`src/rtl/regfile_writeback_pkg.sv`:
```
// Shared types and default sizes for the register-file write-back path.
package regfile_writeback_pkg;

  localparam int WB_DATA_W = 8;
  localparam int WB_ADDR_W = 2;
  localparam int WB_DEPTH  = 4;

  typedef struct packed {
    logic [WB_ADDR_W-1:0] addr;
    logic [WB_DATA_W-1:0] data;
  } wb_entry_t;

endpackage

```
`src/rtl/regfile_writeback_fifo.sv`:
```
// wb_fifo: generic synchronous FIFO with occupancy count; head is always visible.
// REGFILE_WB_FORWARD_EN exposes storage and read pointer for the forwarding search.
module wb_fifo #(
  parameter int W     = 10,
  parameter int DEPTH = 4
) (
  input  logic                     clk,
  input  logic                     reset,
  input  logic                     push_i,
  input  logic [W-1:0]             push_data_i,
  input  logic                     pop_i,
  output logic [W-1:0]             head_o,
  output logic [$clog2(DEPTH):0]   count_o
`ifdef REGFILE_WB_FORWARD_EN
  ,
  output logic [DEPTH-1:0][W-1:0]  mem_o,
  output logic [$clog2(DEPTH)-1:0] rd_ptr_o
`endif
);

  localparam int PW = $clog2(DEPTH);
  localparam int CW = PW + 1;

  logic [DEPTH-1:0][W-1:0] mem_q, mem_d;
  logic [PW-1:0]           wr_ptr_q, wr_ptr_d, rd_ptr_q, rd_ptr_d;
  logic [CW-1:0]           count_q, count_d;
  logic                    full, empty, do_push, do_pop;

  assign full    = (count_q == CW'(DEPTH));
  assign empty   = (count_q == '0);
  assign do_push = push_i && !full;
  assign do_pop  = pop_i && !empty;

  // Pointers wrap naturally because DEPTH is a power of two.
  always_comb begin
    mem_d    = mem_q;
    wr_ptr_d = wr_ptr_q;
    rd_ptr_d = rd_ptr_q;
    if (do_push) begin
      mem_d[wr_ptr_q] = push_data_i;
      wr_ptr_d        = wr_ptr_q + 1'b1;
    end
    if (do_pop) rd_ptr_d = rd_ptr_q + 1'b1;
    count_d = count_q + CW'(do_push) - CW'(do_pop);
  end

  always_ff @(posedge clk or posedge reset) begin
    if (reset) begin
      mem_q    <= '0;
      wr_ptr_q <= '0;
      rd_ptr_q <= '0;
      count_q  <= '0;
    end else begin
      mem_q    <= mem_d;
      wr_ptr_q <= wr_ptr_d;
      rd_ptr_q <= rd_ptr_d;
      count_q  <= count_d;
    end
  end

  assign head_o  = mem_q[rd_ptr_q];
  assign count_o = count_q;
`ifdef REGFILE_WB_FORWARD_EN
  assign mem_o    = mem_q;
  assign rd_ptr_o = rd_ptr_q;
`endif

endmodule

```
`src/rtl/regfile_writeback.sv`:
```
// Register-file write-back: mem/ALU arbitration, retire FIFO and hazard scoreboard.
// Optional REGFILE_WB_FORWARD_EN adds a youngest-match forwarding port.
module regfile_writeback
  import regfile_writeback_pkg::*;
#(
  parameter int DATA_W = WB_DATA_W,
  parameter int ADDR_W = WB_ADDR_W,
  parameter int DEPTH  = WB_DEPTH
) (
  input  logic                 clk,
  input  logic                 reset,
  input  logic                 mem_valid,
  input  logic [ADDR_W-1:0]    mem_addr,
  input  logic [DATA_W-1:0]    mem_data,
  output logic                 mem_ready,
  input  logic                 alu_valid,
  input  logic [ADDR_W-1:0]    alu_addr,
  input  logic [DATA_W-1:0]    alu_data,
  output logic                 alu_ready,
  input  logic                 claim_valid,
  input  logic [ADDR_W-1:0]    claim_addr,
  output logic                 reg_wr_en,
  output logic [ADDR_W-1:0]    wr_addr,
  output logic [DATA_W-1:0]    wr_data,
  output logic [2**ADDR_W-1:0] pending,
  output logic                 busy
`ifdef REGFILE_WB_FORWARD_EN
  ,
  input  logic [ADDR_W-1:0]    fwd_addr,
  output logic                 fwd_hit,
  output logic [DATA_W-1:0]    fwd_data
`endif
);

  localparam int NREG = 2**ADDR_W;
  localparam int EW   = ADDR_W + DATA_W;
  localparam int PW   = $clog2(DEPTH);
  localparam int CW   = PW + 1;

  logic [CW-1:0] count;
  logic [EW-1:0] head, push_data;
  logic          push;

  // Ready depends only on registered count, never on the same-cycle pop.
  assign mem_ready = (count != CW'(DEPTH));
  assign alu_ready = mem_ready && !mem_valid;
  assign push      = (mem_valid && mem_ready) || (alu_valid && alu_ready);
  assign push_data = mem_valid ? {mem_addr, mem_data} : {alu_addr, alu_data};

`ifdef REGFILE_WB_FORWARD_EN
  logic [DEPTH-1:0][EW-1:0] fifo_mem;
  logic [PW-1:0]            fifo_rd_ptr;
`endif

  wb_fifo #(.W(EW), .DEPTH(DEPTH)) u_fifo (
    .clk         (clk),
    .reset       (reset),
    .push_i      (push),
    .push_data_i (push_data),
    .pop_i       (busy),
    .head_o      (head),
    .count_o     (count)
`ifdef REGFILE_WB_FORWARD_EN
    ,
    .mem_o       (fifo_mem),
    .rd_ptr_o    (fifo_rd_ptr)
`endif
  );

  // The register file never stalls: the head retires every non-empty cycle.
  assign busy                = (count != '0);
  assign reg_wr_en           = busy;
  assign {wr_addr, wr_data}  = busy ? head : '0;

  logic [NREG-1:0] pending_q, pending_d;

  always_comb begin
    pending_d = pending_q;
    for (int i = 0; i < NREG; i++) begin
      if (claim_valid && claim_addr == ADDR_W'(i))
        pending_d[i] = 1'b1;
      else if (reg_wr_en && wr_addr == ADDR_W'(i))
        pending_d[i] = 1'b0;
    end
  end

  always_ff @(posedge clk or posedge reset) begin
    if (reset) pending_q <= '0;
    else       pending_q <= pending_d;
  end

  assign pending = pending_q;

`ifdef REGFILE_WB_FORWARD_EN
  // Walk oldest to youngest so the last match is the youngest.
  always_comb begin
    logic [PW-1:0] idx;
    idx      = '0;
    fwd_hit  = 1'b0;
    fwd_data = '0;
    for (int k = 0; k < DEPTH; k++) begin
      idx = fifo_rd_ptr + PW'(k);
      if (CW'(k) < count && fifo_mem[idx][EW-1 -: ADDR_W] == fwd_addr) begin
        fwd_hit  = 1'b1;
        fwd_data = fifo_mem[idx][DATA_W-1:0];
      end
    end
  end
`endif

endmodule

```
`config.mk`:
```
export PLATFORM = sky130hd
export DESIGN_NAME = regfile_writeback
export DESIGN_NICKNAME = d
export VERILOG_FILES = /design/src/rtl/regfile_writeback_pkg.sv /design/src/rtl/regfile_writeback_fifo.sv /design/src/rtl/regfile_writeback.sv
export SDC_FILE = /design/constraint.sdc
export NUM_CORES = 1
export LEC_CHECK = 0
export CORE_ASPECT_RATIO = 0.5
export CORE_MARGIN = 10
export CORE_UTILIZATION = 52
export CTS_CLUSTER_SIZE = 30
export DETAILED_ROUTE_END_ITERATION = 12
export PLACE_DENSITY = 0.79
export SLEW_MARGIN = 0
export SYNTH_ARGS = -nofsm -noshare
export SYNTH_HDL_FRONTEND = slang
export SYNTH_SLANG_ARGS = --single-unit
```
`constraint.sdc`:
```
create_clock -name clk -period 2.7 [get_ports clk]
set_input_delay 0.54 -clock clk [delete_from_list [all_inputs] [get_ports clk]]
set_output_delay 0.54 -clock clk [all_outputs]
set_load 0.05 [all_outputs]
```
* Word-level counts from Yosys, hierarchy flattened
Cells that the tools add are included.
Storage, ports and cells: flip-flop bits (word level) 51, input bits 27, word-level logic and storage cells 67
Cells by class: add/subtract/negate cells 4, $lt $le $gt $ge 3, equal/unequal tests 8, mux-type cells 15, reductions and logical operators 26
Operators with widths (count):
- $bwmux 40 | 1
- $mux 10 | 4
- $bmux 10 s2 | 1
- $demux 10 s2 | 1
- $logic_and 1x1->1 | 14
- $eq 2x2->1 const B | 4
- $mux 1 | 8
- $reduce_bool 2->1 | 4
- $lt 2x3->1 const B | 2
- $add 2x1->2 const B | 2
- $eq 2x1->1 const B | 2
- $logic_not 2->1 | 2
- $add 3x1->3 | 1
- $eq 3x3->1 const B | 1
- $logic_not 1->1 | 3
- $logic_not 3->1 | 1
- $ne 3x3->1 const B | 1
- $reduce_bool 3->1 | 1
- $sub 3x1->3 | 1
- $ge 2x1->1 const B | 1
- $logic_or 1x1->1 | 1

* Longest topological paths before layout
Gate-level depths: netlist of the first run.
depth after elaboration 7, mapped depth 9

* Modules after synthesis
Synthesis of the first run repeated with hierarchy kept, for this count alone.
Unflattened totals: cells, all modules 181, area total of the unflattened synthesis 2733.9 um^2
By module, submodules not included:
- wb_fifo | instances 1, cells each 131, area each 2311.0 um^2, sequential area each 1176.1 um^2
- regfile_writeback | instances 1, cells each 50, area each 422.9 um^2, sequential area each 100.1 um^2

* Worst setup path before layout of the first run
No wires, ideal clock.
path kind register to register, from register u_fifo.count_q[2] (netlist: u_fifo.count_o[2]), to register u_fifo.count_q[2] (netlist: u_fifo.count_o[2]), arrival 2.492 ns, required time 2.577 ns, path slack 0.085 ns, cell stages (with the launch flop) 10, cell sequence dfrtp_1 nor3_1 inv_1 clkbuf_1 ha_1 inv_1 ha_1 fa_1 xor2_1 xnor2_1
RTL lines:
- from (decl) | RTL line regfile_writeback_fifo.sv:26 | logic [CW-1:0] count_q, count_d;
- from (signal assigned) | RTL line regfile_writeback_fifo.sv:57 | count_q <= count_d;
- $reduce_bool 3->1 | RTL line regfile_writeback.sv:71 | assign busy = (count != '0);
- via busy | RTL line regfile_writeback.sv:26 | output logic busy
- $logic_and 1x1->1 | RTL line regfile_writeback_fifo.sv:32 | assign do_pop = pop_i && !empty;
- $sub 3x1->3 | RTL line regfile_writeback_fifo.sv:44 | count_d = count_q + CW'(do_push) - CW'(do_pop);
- via u_fifo.count_d[2] | RTL line regfile_writeback_fifo.sv:26
The timed path passes the listed nets, and every way through them passes these cells. A chain may end at the register's enable or synchronous reset.

* Worst setup path after layout of the first run
from register u_fifo.rd_ptr_q[0], to output port wr_addr[1]
On the way: cells in the longest elaborated chain, start to end 3
RTL lines:
- from (decl) | RTL line regfile_writeback_fifo.sv:25 | logic [PW-1:0] wr_ptr_q, wr_ptr_d, rd_ptr_q, rd_ptr_d;
- from (signal assigned) | RTL line regfile_writeback_fifo.sv:56 | rd_ptr_q <= rd_ptr_d;
- $bmux 10 s2 | RTL line regfile_writeback_fifo.sv:61 | assign head_o = mem_q[rd_ptr_q];
- $mux 10 (implied by the code) | RTL line regfile_writeback_fifo.sv:61
- $mux 10 | RTL line regfile_writeback.sv:73 | assign {wr_addr, wr_data} = busy ? head : '0;
- to (decl) | RTL line regfile_writeback.sv:23 | output logic [ADDR_W-1:0] wr_addr,
No other way between the ends. The select of a mux whose other input is x is not followed.

==> impl_metrics.yaml, run 1 <==
yosys:
  ys_ff_latch: 51
  yosysSeqAreaShare_pct: 50.5
  synth_top_area_share_pct: 50.5
  netlist_top_cells_area: "dfrtp_1 51%, mux2_2 23%, mux4_2 8.9%"
  yosys_warnings: 0
  yosys.cell_types.count: 25
  syn_area_per_cell_um2: 14.8
  synth_top_cell_by_area: "dfrtp_1"
  synth_area_mm2: 0.00252
  synthCells: 171
  syn-num-nets: 205
finish:
  area_growth_pct: 25.4
  drive_gt1_share_pct: 43.0
  diodes: 0
  fin_util_pct: 69.9
  nNetsFinal: 256
die:
  coreArea_mm2: 0.00453
  dieHeight_um: 69.3
  initial_core_util_pct: 55.7
  die_area_mm2: 0.00821
  io_pins: 45
  num_rows: 17
  dieWidth_um: 119
sta:
  tns_ns: 0
  post-route-period-util_pct: 88.8
  relSlewSlack_pct: 64.5
  fmax_mhz: 417
  clock-skew-final_ns: 0.0101
  fin_crit_ns: 2.40
  rsz0062_at_grt: "false"
  maxSlewViolCount: 0
  finalSetupViolations: 0
  final-hold-violation-count: 0
  tightest_slew_ns: 0.531
worst_setup_path:
  cpPeakStageDelay_ns: 0.59
  crit_top_cell: "buf_4"
  cp-end-kind: "output port"
  critPathRequiredTime_ns: 2.16
  path_cells: "buf_4 -> mux4_2 -> and2_1 -> buf_4"
  crit_arrival_ns: 1.86
  path_class: "reg2out"
  worstPathMaxFanout: 12
  crit_slowest_cell: "mux4_2"
  cp-start-kind: "flop"
routing:
  routedWlPerCell_um: 17.6
  drc_errors: 0
  postRouteAntennaNets: 0
  dr.pass1.iters: 4
  wirelength_um: 5080
  drt_iter0_drc: 79
  vias: 1520
  vias_per_cell: 5.26
global_route:
  grt_max_degree: 23
  grt.overflow.total: 0
  grt.total_usage_pct: 12.9
  grt_pass1_wl_um: 8630
  antenna_found_initial: 0
  grt_pass1_vias: 1747
placed_design:
  gp_congestion: 0.688
  io_buffer_count: 44
  hpwlAfterDp_um: 3730
clock_tree:
  clkSinkCount: 51
  cts_tree: "built"
  path_clk_slew_ns: 0.09
  clockRootBuffer: "clkbuf_8"
  cts_max_path_buffers: 2
  cts_made_buffers: 5
  insertion_delay_ns: 0.31
  ctsHoldBuffers: 0
  htree_levels: 2
status:
  outcome: "complete, no violations"
job:
  cap_violations: 0
hold_path:
  min_path_type: "in2async"
stage by stage:
stage	hold WS (ns)	instance area (um^2)	std cells	setup WS [ns]
after floorplan	0.462	2520	171	0.0854
after global placement	0.477	3040	281	0.293
after detailed placement	0.487	3040	281	0.239
after CTS	0.470	3160	289	0.00451
after global routing	0.472	3170	289	0.187
final	0.466	3170	289	0.301
cell type report:
type                            count  area, um^2
Clock buffer                        6        82.6
Inverter                           11        41.3
Clock inverter                      2        38.8
Sequential cell                    51        1280
Fill cell                         333        1360
Timing Repair Buffer               51         475
Tap cell                           66        82.6
Multi-Input combinational cell    102        1170
flip-flops by register name (all words and copies together), names as in the netlist:
signal and count:
pending 4, u_fifo.wr_ptr_q 2, u_fifo.rd_ptr_q 2, u_fifo.mem_q 40
u_fifo.count_o 3
layer usage:
layer,global-route usage [%],vias to the layer above,routed length [um]
met2,22.5,20,2630
met1,15.0,779,2240
met4,4.39,0,72
met3,3.32,8,143
li1,-,713,-
met5,0,-,0
path summary, 6_finish.rpt:
check	cells after the start	slack, ns	from	end
min in group clk	1	0.50	u_fifo.count_o[2]	u_fifo.count_o[2]
max	4	0.30	u_fifo.rd_ptr_q[0]	wr_addr[1]
max in group asynchronous	3	1.68	reset	u_fifo.mem_q[4]
min reg2reg	1	0.50	u_fifo.count_o[2]	u_fifo.count_o[2]
min	2	0.47	reset	pending[0]
max reg2reg	7	0.43	u_fifo.count_o[1]	u_fifo.count_o[2]
layout by cell type (no fill, tap or decap), drive strengths merged:
cell type,count
nand2b,1
and2,10
or2,1
ha,6
or3b,2
bufinv,1
nor3,1
a32o,2
inv,12
buf,20
nand3,5
fa,1
clkdlybuf4s50,30
o31ai,1
mux4,10
mux2,51
dlymetal6s2s,1
nand2,3
clkbuf,6
dfrtp,51
o221ai,1
o21ai,1
xor2,1
nor2b,1
xnor2,4
logic make-up after synthesis:
logic type      count (synthesis)  synth area share [%]
mux                            61                  31.7
flops                          51                  50.5
simple gates                   24                  7.53
buf+inv                        18                  3.12
fa+ha+maj                       7                  3.77
compound gates                  5                  1.64
xor+xnor                        5                  1.73
critical path: cells and delay by family (launching register included):
family        cells  cell delay, ns
mux               1            0.59
buf+inv           2            0.43
flops             1            0.34
simple gates      1            0.19
Yosys cell counts:
cell type / number
nor3_1: 1
a32o_1: 2
o21ai_0: 1
ha_1: 6
mux2_2: 51
or3b_2: 1
or2_2: 1
o221ai_1: 1
or3b_1: 1
inv_1: 11
nand2_1: 3
mux4_2: 10
dfrtp_1: 51
o31ai_1: 1
and2_1: 10
fa_1: 1
clkbuf_1: 2
buf_4: 2
nand3_4: 4
nand2b_1: 1
xor2_1: 1
xnor2_1: 4
nor2b_1: 1
buf_2: 3
nand3_1: 1
repair_timing:
action                                  4_1_cts  5_1_grt
resized for setup                             0        1
buffers inserted                              0        0
hold endpoints to repair                      0        0
endpoints found under the setup margin        0        1
Power of run 1 is not shown: default switching activity piles up to over one toggle a cycle in this logic, so the estimate is an artifact.
==> inputs of run 2 (changes only) <==
Settings changed: TNS_END_PERCENT from default to 100.
==> results of run 2 <==
No change in the layout: final DEF, timing and power equal those of run 1.
Power of run 2 is left out for the same reason.
